File: src/rtl/satarx_descrambler.sv
// SATA receive-path descrambler: 16-bit LFSR reseeded per frame, one registered AXI-Stream stage.
// Optional frame-length check (DROP state, o_overflow) enabled by SATARX_DESCRAMBLER_LENCHK_EN.
module satarx_descrambler #(
  parameter logic [15:0] POLYNOMIAL   = 16'ha011,
  parameter logic [15:0] INITIAL      = 16'hffff,
  parameter logic [11:0] MAX_WORDS    = 12'd2049,
  parameter bit          OPT_LOWPOWER = 1'b1
) (
  input  logic        S_AXI_ACLK,
  input  logic        S_AXI_ARESETN,
  input  logic        i_abort,
  input  logic        S_AXIS_TVALID,
  output logic        S_AXIS_TREADY,
  input  logic [31:0] S_AXIS_TDATA,
  input  logic        S_AXIS_TLAST,
  output logic        M_AXIS_TVALID,
  input  logic        M_AXIS_TREADY,
  output logic [31:0] M_AXIS_TDATA,
  output logic        M_AXIS_TLAST,
  output logic        o_overflow
);

  // A zero seed would lock the LFSR at zero forever.
  if (INITIAL == 16'h0 || MAX_WORDS == 12'h0) begin : g_param_check
    $error("satarx_descrambler: INITIAL and MAX_WORDS must be nonzero");
  end

`ifdef SATARX_DESCRAMBLER_LENCHK_EN
  typedef enum logic [1:0] {IDLE, DATA, DROP} state_t;
`else
  typedef enum logic [0:0] {IDLE, DATA} state_t;
`endif

  typedef struct packed {
    logic [31:0] prn;
    logic [15:0] fill;
  } prn_step_t;

  // Runs the LFSR 32 steps; returns the PRN dword and the fill for the next dword.
  function automatic prn_step_t prn_step(input logic [15:0] fill_in);
    prn_step_t   r;
    logic [15:0] f;
    r = '0;
    // NOTE: blocking '=' is correct here; each iteration must see the fill the previous one produced.
    f = fill_in;
    for (int k = 0; k < 32; k++) begin
      r.prn[k] = f[15];
      f        = (f << 1) ^ (f[15] ? POLYNOMIAL : 16'h0);
    end
    r.fill = f;
    return r;
  endfunction

  state_t      r_state, w_state_nxt;
  logic [15:0] r_fill, w_fill_nxt;
  logic        r_m_valid, r_m_last;
  logic [31:0] r_m_data;
  prn_step_t   w_step;
  logic        w_out_ready, w_s_ready, w_in_hs, w_emit, w_drop, w_overflow;

  assign w_step      = prn_step(r_fill);
  assign w_out_ready = !r_m_valid || M_AXIS_TREADY;
  assign w_s_ready   = i_abort || w_drop || w_out_ready;
  assign w_in_hs     = S_AXIS_TVALID && w_s_ready;
  assign w_emit      = w_in_hs && !i_abort && !w_drop;

`ifdef SATARX_DESCRAMBLER_LENCHK_EN
  logic [11:0] r_count, w_count_nxt;
  logic        r_overflow;
  assign w_drop     = (r_state == DROP);
  assign o_overflow = r_overflow;
`else
  assign w_drop     = 1'b0;
  assign o_overflow = 1'b0;
`endif

  always_comb begin
    // NOTE: every output of this block gets a default first so no path can infer a latch.
    w_state_nxt = r_state;
    w_fill_nxt  = r_fill;
    w_overflow  = 1'b0;
`ifdef SATARX_DESCRAMBLER_LENCHK_EN
    w_count_nxt = r_count;
`endif
    if (i_abort || (w_in_hs && S_AXIS_TLAST)) begin
      w_state_nxt = IDLE;
      w_fill_nxt  = INITIAL;
`ifdef SATARX_DESCRAMBLER_LENCHK_EN
      w_count_nxt = 12'd0;
`endif
    end else if (w_in_hs && !w_drop) begin
      w_state_nxt = DATA;
      w_fill_nxt  = w_step.fill;
`ifdef SATARX_DESCRAMBLER_LENCHK_EN
      w_count_nxt = r_count + 12'd1;
      if (r_count == MAX_WORDS - 12'd1) begin
        w_state_nxt = DROP;
        w_overflow  = 1'b1;
      end
`endif
    end
  end

  // NOTE: only control and datapath registers are reset; there is no storage array in this block.
  always_ff @(posedge S_AXI_ACLK or negedge S_AXI_ARESETN) begin
    if (!S_AXI_ARESETN) begin
      r_state <= IDLE;
      r_fill  <= INITIAL;
    end else begin
      r_state <= w_state_nxt;
      r_fill  <= w_fill_nxt;
    end
  end

`ifdef SATARX_DESCRAMBLER_LENCHK_EN
  always_ff @(posedge S_AXI_ACLK or negedge S_AXI_ARESETN) begin
    if (!S_AXI_ARESETN) begin
      r_count    <= 12'd0;
      r_overflow <= 1'b0;
    end else begin
      r_count    <= w_count_nxt;
      r_overflow <= w_overflow;
    end
  end
`endif

  // Output stage: loads only when empty or draining, so a stalled word stays put.
  always_ff @(posedge S_AXI_ACLK or negedge S_AXI_ARESETN) begin
    if (!S_AXI_ARESETN) begin
      r_m_valid <= 1'b0;
      r_m_data  <= 32'h0;
      r_m_last  <= 1'b0;
    end else if (w_out_ready) begin
      r_m_valid <= w_emit;
      if (w_emit) begin
        r_m_data <= S_AXIS_TDATA ^ w_step.prn;
        r_m_last <= S_AXIS_TLAST || w_overflow;
      end else if (OPT_LOWPOWER) begin
        r_m_data <= 32'h0;
        r_m_last <= 1'b0;
      end
    end
  end

  assign S_AXIS_TREADY = w_s_ready;
  assign M_AXIS_TVALID = r_m_valid;
  assign M_AXIS_TDATA  = r_m_data;
  assign M_AXIS_TLAST  = r_m_last;

endmodule

File: config.mk
export PLATFORM = sky130hd
export DESIGN_NAME = satarx_descrambler
export DESIGN_NICKNAME = d
export VERILOG_FILES = /design/src/rtl/satarx_descrambler.sv
export SDC_FILE = /design/constraint.sdc
export NUM_CORES = 1
export LEC_CHECK = 0
export CAP_MARGIN = 20
export CORE_MARGIN = 5
export CORE_UTILIZATION = 48
export CTS_BUF_LIST = sky130_fd_sc_hd__clkbuf_16
export CTS_CLUSTER_DIAMETER = 120
export DETAILED_ROUTE_END_ITERATION = 7
export GPL_TIMING_DRIVEN = 0
export PLACE_DENSITY = 0.85
export SLEW_MARGIN = 40
export SYNTH_ARGS = -nofsm -noshare
export SYNTH_HDL_FRONTEND = slang
export SYNTH_SLANG_ARGS = --single-unit
File: constraint.sdc
create_clock -name S_AXI_ACLK -period 3.1 [get_ports S_AXI_ACLK]
set_clock_uncertainty 0.15 [all_clocks]
set_input_delay 0.465 -clock S_AXI_ACLK [delete_from_list [all_inputs] [get_ports S_AXI_ACLK]]
set_output_delay 0.465 -clock S_AXI_ACLK [all_outputs]
set_load 0.01 [all_outputs]
Yosys cells after proc, flatten, opt, wreduce, memory -nomap -nowiden
Cells that the tools add are included.
{"block": "word_totals", "ff_bits": 50, "inputBits": 38, "out_inout_bits": 36, "elab_cells": 82}
{"block": "classes", "mux": 36, "bitwise_logic": 33, "n_reduce_logical": 9}
{"cell": "$mux W16", "count": 34}
{"cell": "$xor A16 B16 Y16", "count": 32}
{"cell": "$mux W32", "count": 1}
{"cell": "$xor A32 B32 Y32", "count": 1}
{"cell": "$logic_and A1 B1 Y1", "count": 3}
{"cell": "$logic_or A1 B1 Y1", "count": 3}
{"cell": "$logic_not A1 Y1", "count": 2}
{"cell": "$reduce_bool A2 Y1", "count": 1}
{"cell": "$mux W1", "count": 1}

Longest topological paths before layout
Gate-level depths: netlist of the first run.
{"block": "depth", "word_depth": 66, "mapped_depth": 10, "ltp_nobuf": 8}

Worst setup path after synthesis of the first run
OpenSTA, ideal clock, no wires.
{"block": "synth_path", "kind": "reg2reg", "startpoint": "register r_fill[14]", "endpoint": "register r_fill[5]", "setup_time_ps": 73, "t_arrival_ps": 3088, "required_ps": 2877, "slack_ps": -211, "path_stages_with_launch": 10, "n_path_buf": 1, "synth_period_minus_slack_ps": 3311, "path_cell_list": "dfstp_2 -> buf_6 -> xnor3_2 -> xor3_2 -> xnor3_2 -> xnor2_4 -> xnor2_1 -> xnor3_2 -> xnor2_1 -> a21oi_1"}
{"block": "synth_via", "elab_chain_cells": 64}
{"item": "start, declared", "line_no": "55", "text": "logic [15:0] r_fill, w_fill_nxt;"}
{"item": "start signal, assigned", "line_no": "111", "text": "r_fill <= w_fill_nxt;"}
{"item": "$xor A16 B16 Y16 (*)", "line_no": "48", "text": "f = (f << 1) ^ (f[15] ? POLYNOMIAL : 16'h0);"}
{"item": "$mux W16 (*)", "line_no": "48"}
{"item": "$xor A16 B16 Y16 (*)", "line_no": "48"}
{"item": "$mux W16", "line_no": "48"}
{"item": "$xor A16 B16 Y16 (*)", "line_no": "48"}
{"item": "$mux W16", "line_no": "48"}
{"item": "$xor A16 B16 Y16 (*)", "line_no": "48"}
{"item": "$mux W16", "line_no": "48"}
{"item": "[... 47 more ...]"}
{"item": "$mux W16", "line_no": "48"}
{"item": "$xor A16 B16 Y16 (*)", "line_no": "48"}
{"item": "$mux W16", "line_no": "48"}
{"item": "$xor A16 B16 Y16 (*)", "line_no": "48"}
{"item": "$mux W16", "line_no": "48"}
{"item": "$xor A16 B16 Y16 (*) (2 in a row)", "line_no": "48"}
{"item": "$mux W16 (*)", "line_no": "91", "text": "end else if (w_in_hs && !w_drop) begin"}
{"item": "$mux W16 (*)", "line_no": "85", "text": "if (i_abort || (w_in_hs && S_AXIS_TLAST)) begin"}
Every way passes the cells marked *; elsewhere a longest branch is shown, timed or not. The select of a mux whose other input is x is not followed.
A chain may end at the register's enable or synchronous reset.

Worst setup path in the final report of the first run
{"block": "layout_path", "startpoint": "register r_fill[15]", "endpoint": "register r_m_data[28] (netlist: M_AXIS_TDATA[28])"}
{"block": "layout_via", "elab_chain_cells": 58}
{"item": "$mux W16 (*)", "line_no": "48"}
{"item": "$xor A16 B16 Y16 (*)", "line_no": "48"}
{"item": "$mux W16", "line_no": "48"}
{"item": "$xor A16 B16 Y16 (*)", "line_no": "48"}
{"item": "$mux W16", "line_no": "48"}
{"item": "$xor A16 B16 Y16 (*)", "line_no": "48"}
{"item": "$mux W16", "line_no": "48"}
{"item": "$xor A16 B16 Y16 (*)", "line_no": "48"}
{"item": "[... 42 more ...]"}
{"item": "$mux W16", "line_no": "48"}
{"item": "$xor A16 B16 Y16 (*)", "line_no": "48"}
{"item": "$mux W16", "line_no": "48"}
{"item": "$xor A16 B16 Y16 (*)", "line_no": "48"}
{"item": "$mux W16", "line_no": "48"}
{"item": "$xor A16 B16 Y16 (*)", "line_no": "48"}
{"item": "$xor A32 B32 Y32 (*)", "line_no": "136", "text": "r_m_data <= S_AXIS_TDATA ^ w_step.prn;"}
{"item": "$mux W32 (*)", "line_no": "135", "text": "if (w_emit) begin"}
{"item": "end signal, assigned", "line_no": "136"}
{"item": "end, declared", "line_no": "57", "text": "logic [31:0] r_m_data;"}
Every way passes the cells marked *; elsewhere a longest branch is shown, timed or not.

==> results of run 1 <==
Yosys cell counts (all sizes together):
cell type | instances | area, µm²
nor2 | 14 | 52.6
xnor3 | 20 | 463
a21o | 1 | 7.51
dfrtp | 34 | 851
dfstp | 16 | 420
buf | 11 | 86.3
nor3 | 1 | 5.00
xnor2 | 114 | 1120
o22a | 3 | 26.3
or3 | 1 | 6.26
xor3 | 3 | 76.3
conb | 1 | 3.75
a21oi | 13 | 65.1
clkbuf | 12 | 45.0
nor2b | 1 | 6.26
nand2b | 3 | 18.8
nand2 | 28 | 105
xor2 | 32 | 288
a22o | 5 | 43.8
inv | 1 | 3.75
o21ai | 29 | 145
through the flow:
| step | cells | setup slack, ps |
|---|---|---|
| 3_3_place_gp | 517 | -468 |
| 6_report | 577 | -165 |
| 3_5_place_dp | 518 | -431 |
| 4_1_cts | 545 | -135 |
| 5_1_grt | 577 | -281 |
| 2_1_floorplan | 343 | 12.6 |
cells in the final DEF, fill, tap and decap left out, types with 4 or more instances in the layout:
cell type,synthesis,routed
a21oi_1,13,12
a22o_1,5,5
buf_12,0,6
buf_4,5,53
buf_6,3,6
clkbuf_1,12,9
clkbuf_16,0,5
clkdlybuf4s50_1,0,71
dfrtp_1,34,34
dfstp_2,16,15
nand2_1,28,28
nor2_1,14,14
o21ai_0,26,25
o21ai_1,3,4
xnor2_1,101,77
xnor2_2,11,24
xnor2_4,2,13
xnor3_1,12,6
xnor3_2,7,13
xor2_1,31,21
xor2_2,1,7
xor2_4,0,4
worst max path at each step:
stage | start | to | slack, ps | cells after the start
after floorplan | r_fill[15]$_DFFE_PN1P_ | M_AXIS_TDATA[29]$_DFFE_PN0P_ | 10 | 8
after global placement | r_fill[10]$_DFFE_PN1P_ | r_fill[15]$_DFFE_PN1P_ | -470 | 9
after detailed placement | r_fill[10]$_DFFE_PN1P_ | r_fill[15]$_DFFE_PN1P_ | -430 | 9
after CTS | r_fill[13]$_DFFE_PN1P_ | r_fill[15]$_DFFE_PN1P_ | -140 | 9
after global routing | r_fill[12]$_DFFE_PN1P_ | M_AXIS_TDATA[28]$_DFFE_PN0P_ | -280 | 9
final | r_fill[15]$_DFFE_PN1P_ | M_AXIS_TDATA[28]$_DFFE_PN0P_ | -170 | 9
logic make-up after synthesis:
| kind of cell | count (synthesis) | share of synthesized area [%] |
|---|---|---|
| compound gates | 51 | 7.50 |
| xor+xnor | 169 | 50.7 |
| buf+inv | 24 | 3.52 |
| flops | 50 | 33.1 |
| other cells | 1 | 0.0977 |
| simple gates | 48 | 5.05 |
area by class of cell:
| cell class | instances | area, µm² |
|---|---|---|
| plain buffers | 16 | 118 |
| clock buffers | 5 | 125 |
| clock inverters | 3 | 47.5 |
| fillers | 503 | 1970 |
| inverters | 1 | 3.75 |
| multi-input cells | 269 | 2870 |
| flip-flops and latches | 50 | 1270 |
| well taps | 102 | 128 |
| repair buffers | 131 | 1240 |
metal layers:
| metal | vias up | wire length, µm | global-route usage [%] |
|---|---|---|---|
| met5 | - | 0 | 0 |
| met4 | 0 | 489 | 6.62 |
| met2 | 116 | 6060 | 36.6 |
| met3 | 35 | 584 | 4.35 |
| li1 | 1364 | - | - |
| met1 | 1468 | 4440 | 25.3 |
flip-flops by register name, indices dropped and copies added, names as in the netlist:
register,cells
M_AXIS_TVALID,1
M_AXIS_TDATA,32
M_AXIS_TLAST,1
r_fill,16
repair_timing:
action / in CTS / in global routing
setup buffers: 24 / 34
pin swaps: 14 / 35
resized for setup: 32 / 32
endpoints found under the hold margin: 20 / 0
hold buffers: 1 / 0
endpoints found under the setup margin: 22 / 19
worst max-delay path: stages, from the launching register on:
cell and delay [ps]:
dfstp_2 530, buf_6 190, xnor3_2 410, xnor2_4 190, xnor3_2 500, xnor3_2 380, xnor2_2 220, xnor2_2 270
xnor2_1 180, o21ai_1 120
==> impl_metrics.py, run 1 <==
metrics = {
    "drt": {
        "drt_iter0_markers": 139,
        "viasPerCell": 5.17,
        "post_drt_wl_per_cell_um": 20.1,
        "post-route-drc-count": 0,
        "routed_wl_mm": 11.6,
        "final_antenna_net_count": 0,
        "firstDrtPassIters": 5,
        "num_vias": 2983,
    },
    "logic_synthesis": {
        "seq_area_frac_synth_pct": 33.1,
        "synth_nets": 381,
        "syn_area_per_cell_um2": 11.2,
        "syn_inst": 343,
        "synth-seq-cells": 50,
        "syn-cell-area_um2": 3840,
        "ys_warn_count": 0,
        "synth_cell_types": 31,
    },
    "timing": {
        "post-route-period-util_pct": 105,
        "tightest_slew_ps": 727,
        "max_slew_margin_pct": 51.2,
        "rsz0062_at_grt": "true",
        "worst_slack_ps": -165,
        "hold_slack_ps": 332,
        "period_needed_ps": 3270,
        "hold_viol": 0,
        "fin_tns_setup_ps": -985,
        "slew_violations": 0,
        "setup_viol": 12,
        "max_freq_ghz": 0.306,
    },
    "worst_hold_path": {
        "hp-class": "flip-flop to flip-flop",
        "worst_hold_startpoint": "M_AXIS_TDATA[5]$_DFFE_PN0P_",
        "min_path_cells": 2,
        "whs_endpoint": "M_AXIS_TDATA[5]$_DFFE_PN0P_",
    },
    "die": {
        "start_util_pct": 49.4,
        "die_w_um": 99.4,
        "rows": 32,
        "die_h_um": 99.4,
        "io_pins": 74,
        "dieArea_um2": 9880,
        "core_area_um2": 7770,
    },
    "layout": {
        "fin_nets": 512,
        "finish.instance_area_um2": 5800,
        "drive_gt1_share_pct": 32.6,
        "final_util_pct": 74.7,
        "diodes": 0,
        "area_delta_synth_final_pct": 51.2,
    },
    "setup_path": {
        "arrival_ps": 3270,
        "path_class": "flip-flop to flip-flop",
        "crit_path_max_fanout": 9,
        "startpoint_type": "flip-flop",
        "endpoint_kind": "flip-flop",
        "cp_data_required_time_ps": 3110,
        "rr_worst_depth": 9,
        "ff2ff_setup_slack_ps": -170,
        "rr_startpoint": "r_fill[15]$_DFFE_PN1P_",
        "r2r_end": "M_AXIS_TDATA[28]$_DFFE_PN0P_",
    },
    "place": {
        "io_buffers": 72,
        "post-dp-hpwl_mm": 7.14,
        "gp_congestion": 0.882,
        "placed_area_um2": 4730,
    },
    "clocking": {
        "clkSinkCount": 50,
        "cts_tree": "yes",
        "cts_root_buffer": "clkbuf_16",
        "htreeDepth": 2,
        "cts.clk_slew.worst_paths_ps": 80,
        "clk_path_buf_depth": 2,
        "cts_buffers": 5,
        "clk_latency_ps": 300,
    },
    "global_route": {
        "grt_overflow": 0,
        "grt_pass1_vias": 3046,
        "grt_pass1_wl_mm": 15.8,
        "grt_max_degree": 30,
        "track_usage_pct": 20.7,
        "antenna_found_initial": 0,
    },
    "outcome": {
        "status": "complete, but fails checks",
        "violations": "negative setup slack",
    },
    "run": {
        "max_cap_viol_count": 0,
    },
}
Power of run 1 is left out: the tool's default activity adds up to more than one toggle a clock period on the data nets, which glitch-free logic cannot reach.
==> run 2, diff against run 1 <==
ABC_CLOCK_PERIOD_IN_PS = 3100   (was default)
CORE_UTILIZATION = 40   (was 48)
PLACE_DENSITY = 0.74   (was 0.85)
==> run 2 against run 1 <==
  * The flow still finishes with violations (negative setup slack)
  * Flip-flop and latch count unchanged
  * Final area increased by 1.1%
  * Routed wire length decreased by 1.6%
  * Cell count increased by 4.5%
  * Highest routed layer unchanged
==> impl_metrics.py, run 2 (synthesis results as in run 1) <==
metrics = {
    "timing": {
        "worst_slack_ps": -260,
        "setup_viol": 13,
        "post-route-period-util_pct": 108,
        "period_needed_ps": 3360,
        "fin_tns_setup_ps": -1810,
        "max_slew_margin_pct": 47.3,
        "hold_slack_ps": 331,
        "max_freq_ghz": 0.298,
        "hold_viol": 0,
        "rsz0062_at_grt": "true",
        "slew_violations": 0,
        "tightest_slew_ps": 784,
    },
    "global_route": {
        "grt_pass1_vias": 3046,
        "track_usage_pct": 18.5,
        "grt_pass1_wl_mm": 16.5,
        "grt_max_degree": 43,
        "antenna_found_initial": 0,
        "grt_overflow": 0,
    },
    "clocking": {
        "cts_buffers": 5,
        "htreeDepth": 2,
        "cts.clk_slew.worst_paths_ps": 70,
        "cts_tree": "yes",
        "cts_root_buffer": "clkbuf_16",
        "clk_path_buf_depth": 2,
        "clk_latency_ps": 300,
        "clkSinkCount": 50,
    },
    "drt": {
        "drt_iter0_markers": 155,
        "routed_wl_mm": 11.4,
        "num_vias": 2921,
        "final_antenna_net_count": 0,
        "post-route-drc-count": 0,
        "post_drt_wl_per_cell_um": 18.9,
        "firstDrtPassIters": 4,
        "viasPerCell": 4.84,
    },
    "layout": {
        "ff_latch_area_um2": 1270,
        "final_cell_mix": "xnor2_1, clkdlybuf4s50_1, buf_4",
        "layout_commonest_cell": "xnor2_1",
        "fin_cells": 603,
        "fill_cells": 717,
        "drive_gt1_share_pct": 32.9,
        "fin_nets": 511,
        "multi_input_area_um2": 2920,
        "final_util_pct": 63.2,
        "area_delta_synth_final_pct": 52.8,
        "diodes": 0,
        "largest_register_ffs": 32,
    },
    "worst_hold_path": {
        "min_path_cells": 2,
        "worst_hold_startpoint": "M_AXIS_TDATA[5]$_DFFE_PN0P_",
        "whs_endpoint": "M_AXIS_TDATA[5]$_DFFE_PN0P_",
        "hp-class": "flip-flop to flip-flop",
    },
    "die": {
        "core_area_um2": 9280,
        "die_w_um": 108,
        "io_pins": 74,
        "start_util_pct": 41.3,
        "rows": 35,
        "dieArea_um2": 11700,
        "die_h_um": 108,
    },
    "setup_path": {
        "ff2ff_setup_slack_ps": -260,
        "cp_data_required_time_ps": 3170,
        "endpoint_kind": "flip-flop",
        "path_class": "flip-flop to flip-flop",
        "cpMaxStageDelayCell": "dfstp_2",
        "r2r_end": "r_fill[7]$_DFFE_PN1P_",
        "startpoint_type": "flip-flop",
        "arrival_ps": 3430,
        "crit_chain": "buf_6 -> xnor3_1 -> xnor3_2 -> xnor3_2 -> xnor3_2 -> xnor2_2 -> xnor2_2 -> buf_6 -> xnor2_2 -> a21oi_1",
        "slowest_delay_ps": 530,
        "rr_worst_depth": 10,
        "rr_startpoint": "r_fill[9]$_DFFE_PN1P_",
        "crit_path_max_fanout": 5,
    },
    "place": {
        "gp_congestion": 0.869,
        "post-dp-hpwl_mm": 7.13,
        "place_inst": 545,
        "io_buffers": 72,
    },
    "outcome": {
        "violations": "negative setup slack",
        "status": "complete, but fails checks",
    },
    "run": {
        "max_cap_viol_count": 0,
    },
}
[run 2: repair_timing]
| item | in CTS | in global routing |
|---|---|---|
| pin swaps | 25 | 24 |
| gates resized for setup | 41 | 29 |
| hold buffers | 1 | 0 |
| setup endpoints to repair | 22 | 20 |
| setup buffers | 27 | 29 |
| hold endpoints to repair | 8 | 0 |
[run 2: area by class of cell]
| type | instances | area share [%] |
|---|---|---|
| inverters | 1 | 0.0640 |
| multi-input cells | 269 | 49.8 |
| repair buffers | 130 | 20.7 |
| flip-flops and latches | 50 | 21.7 |
| clock inverters | 3 | 0.811 |
| plain buffers | 16 | 2.01 |
| clock buffers | 5 | 2.13 |
| well taps | 129 | 2.75 |
[run 2: worst max-delay path by stage]
stage,start,end,cells past startpoint
2_1_floorplan,r_fill[15]$_DFFE_PN1P_,M_AXIS_TDATA[29]$_DFFE_PN0P_,8
3_3_place_gp,r_fill[10]$_DFFE_PN1P_,r_fill[15]$_DFFE_PN1P_,9
3_5_place_dp,r_fill[6]$_DFFE_PN1P_,M_AXIS_TDATA[28]$_DFFE_PN0P_,9
4_1_cts,r_fill[9]$_DFFE_PN1P_,r_fill[7]$_DFFE_PN1P_,9
5_1_grt,r_fill[15]$_DFFE_PN1P_,r_fill[7]$_DFFE_PN1P_,10
6_report,r_fill[9]$_DFFE_PN1P_,r_fill[7]$_DFFE_PN1P_,10
[run 2: metal layers]
metal  track usage (%)  vias up  share of wire, %
li1                  -     1351                 -
met1              24.1     1436                41
met2              31.8      104                51
met3              2.99       30               4.8
met4              5.14        0               3.4
met5                 0        -                 0
[run 2: critical path: cells and delay by family, from the launching register on]
kind            cells  cell delay [ps]
buf+inv             2              260
xor+xnor            7             2180
flops               1              530
compound gates      1              160
[run 2: stage by stage]
stage,setup WS (ps),instance area (µm²)
after CTS,-89.5,5410
final,-260,5860
after detailed placement,-431,4760
after global placement,-424,4740
after floorplan,12.6,3860
after global routing,-355,5860
Power of run 2 is left out for the same reason.
==> run 3, diff against run 2 <==
CORE_MARGIN = default   (was 5)
==> run 3 against run 2 <==
  * Flip-flop and latch count unchanged
  * Final area fell by 3.5%
  * Critical path depth decreased by 2
  * Largest cell class unchanged
  * Die area down 14%
  * The run still ends with negative setup slack left
==> impl_metrics.py, run 3 (synthesis results as in run 1) <==
metrics = {
    "outcome": {
        "status": "complete, but fails checks",
        "violations": "negative setup slack",
    },
    "worst_hold_path": {
        "worst_hold_startpoint": "M_AXIS_TDATA[4]$_DFFE_PN0P_",
        "hp-class": "flip-flop to flip-flop",
    },
    "die": {
        "io_pins": 74,
        "die_h_um": 99.9,
        "dieArea_um2": 9990,
        "die_w_um": 99.9,
        "core_area_um2": 9280,
        "start_util_pct": 41.3,
        "rows": 35,
    },
    "clocking": {
        "cts_tree": "yes",
        "cts_root_buffer": "clkbuf_16",
        "htreeDepth": 2,
        "clkSinkCount": 50,
        "cts_buffers": 5,
        "cts.clk_slew.worst_paths_ps": 70,
        "clk_latency_ps": 300,
        "clk_path_buf_depth": 2,
    },
    "setup_path": {
        "ff2ff_setup_slack_ps": -120,
        "startpoint_type": "flip-flop",
        "arrival_ps": 3310,
        "rr_startpoint": "r_fill[3]$_DFFE_PN1P_",
        "crit_path_max_fanout": 4,
        "path_class": "flip-flop to flip-flop",
        "endpoint_kind": "flip-flop",
        "cp_data_required_time_ps": 3190,
        "cp-startpoint": "r_fill[3]$_DFFE_PN1P_",
    },
    "global_route": {
        "grt_overflow": 0,
        "grt_use_met3_pct": 3.48,
        "track_usage_pct": 19.9,
        "met1_usage_pct": 26.9,
        "grt_pass1_vias": 2699,
        "busiest_layer": "met2",
        "antenna_found_initial": 0,
        "grt_pass1_wl_mm": 14.8,
        "grt_max_degree": 30,
        "use_met2_pct": 33.4,
    },
    "place": {
        "placed_area_um2": 4760,
        "gp_congestion": 0.855,
        "io_buffers": 72,
        "post-dp-hpwl_mm": 6.75,
    },
    "drt": {
        "firstDrtPassIters": 4,
        "num_vias": 2784,
        "routed_wl_mm": 9.83,
        "final_antenna_net_count": 0,
        "post_drt_wl_per_cell_um": 16.5,
        "post-route-drc-count": 0,
        "viasPerCell": 4.67,
        "drt_iter0_markers": 75,
    },
    "timing": {
        "post-route-period-util_pct": 104,
        "worst_slack_ps": -117,
        "setup_viol": 13,
        "max_slew_margin_pct": 56.3,
        "max_freq_ghz": 0.311,
        "hold_viol": 0,
        "rsz0062_at_grt": "true",
        "tightest_slew_ps": 651,
        "period_needed_ps": 3220,
        "slew_violations": 0,
    },
    "layout": {
        "fin_nets": 504,
        "area_delta_synth_final_pct": 47.5,
        "final_util_pct": 61.0,
        "drive_gt1_share_pct": 29.8,
        "layout_commonest_cell": "xnor2_1",
        "diodes": 0,
        "final_cell_mix": "xnor2_1, clkdlybuf4s50_1, buf_4",
        "largest_register_ffs": 32,
        "finish.instance_area_um2": 5660,
    },
    "run": {
        "max_cap_viol_count": 0,
    },
}
-- run 3: cell types whose count changed in the layout (fill, tap and decap cells not counted), moves of 2 or more --
cell     delta
buf_4       -4
buf_6       -3
xnor2_1     +8
xnor2_2     -5
xnor2_4     -3
xor2_1      +2
-- run 3: metal layers --
| layer | share of wire (%) | vias to the layer above |
|---|---|---|
| met5 | 0 | - |
| li1 | - | 1342 |
| met4 | 1.3 | 0 |
| met2 | 51 | 90 |
| met1 | 43 | 1341 |
| met3 | 4.3 | 11 |
-- run 3: final timing paths --
check | end | depth (start not counted)
worst max-delay path | r_fill[8]$_DFFE_PN1P_ | 8
worst min-delay path | M_AXIS_TDATA[4]$_DFFE_PN0P_ | 2
worst max register to register | r_fill[8]$_DFFE_PN1P_ | 8
worst min register to register | M_AXIS_TDATA[4]$_DFFE_PN0P_ | 2
max in group asynchronous | r_fill[4]$_DFFE_PN1P_ | 3
min in group asynchronous | M_AXIS_TDATA[8]$_DFFE_PN0P_ | 2
-- run 3: layout make-up --
type | instances | area, µm²
fillers | 767 | 3620
multi-input cells | 269 | 2800
flip-flops and latches | 50 | 1270
repair buffers | 123 | 1150
well taps | 129 | 161
clock buffers | 5 | 125
plain buffers | 16 | 123
clock inverters | 3 | 21.3
inverters | 1 | 3.75
-- run 3: what timing repair did --
action	CTS	global route
gates resized for setup	35	21
setup endpoints to repair	24	17
pin swaps	22	24
endpoints found under the hold margin	20	0
hold buffers	1	0
setup buffers	20	29
-- run 3: stage by stage --
| stage | TNS, ps | hold slack, ps | setup WS [ps] | instances |
|---|---|---|---|---|
| after global routing | -2570 | 362 | -235 | 596 |
| after CTS | -875 | 338 | -115 | 567 |
| after floorplan | 0 | 19.4 | 12.6 | 343 |
| after detailed placement | -5460 | 229 | -509 | 545 |
| final | -841 | 329 | -117 | 596 |
| after global placement | -6550 | 313 | -478 | 544 |
-- run 3: critical path, stage by stage, from the launching register on --
cell and delay [ps]:
dfstp_2 540, xnor3_2 540, xnor2_4 210, xnor3_2 520, xnor3_2 390, xnor2_4 270
xor2_2 220, xor2_1 180, o22a_1 140
Power of run 3 is left out for the same reason.
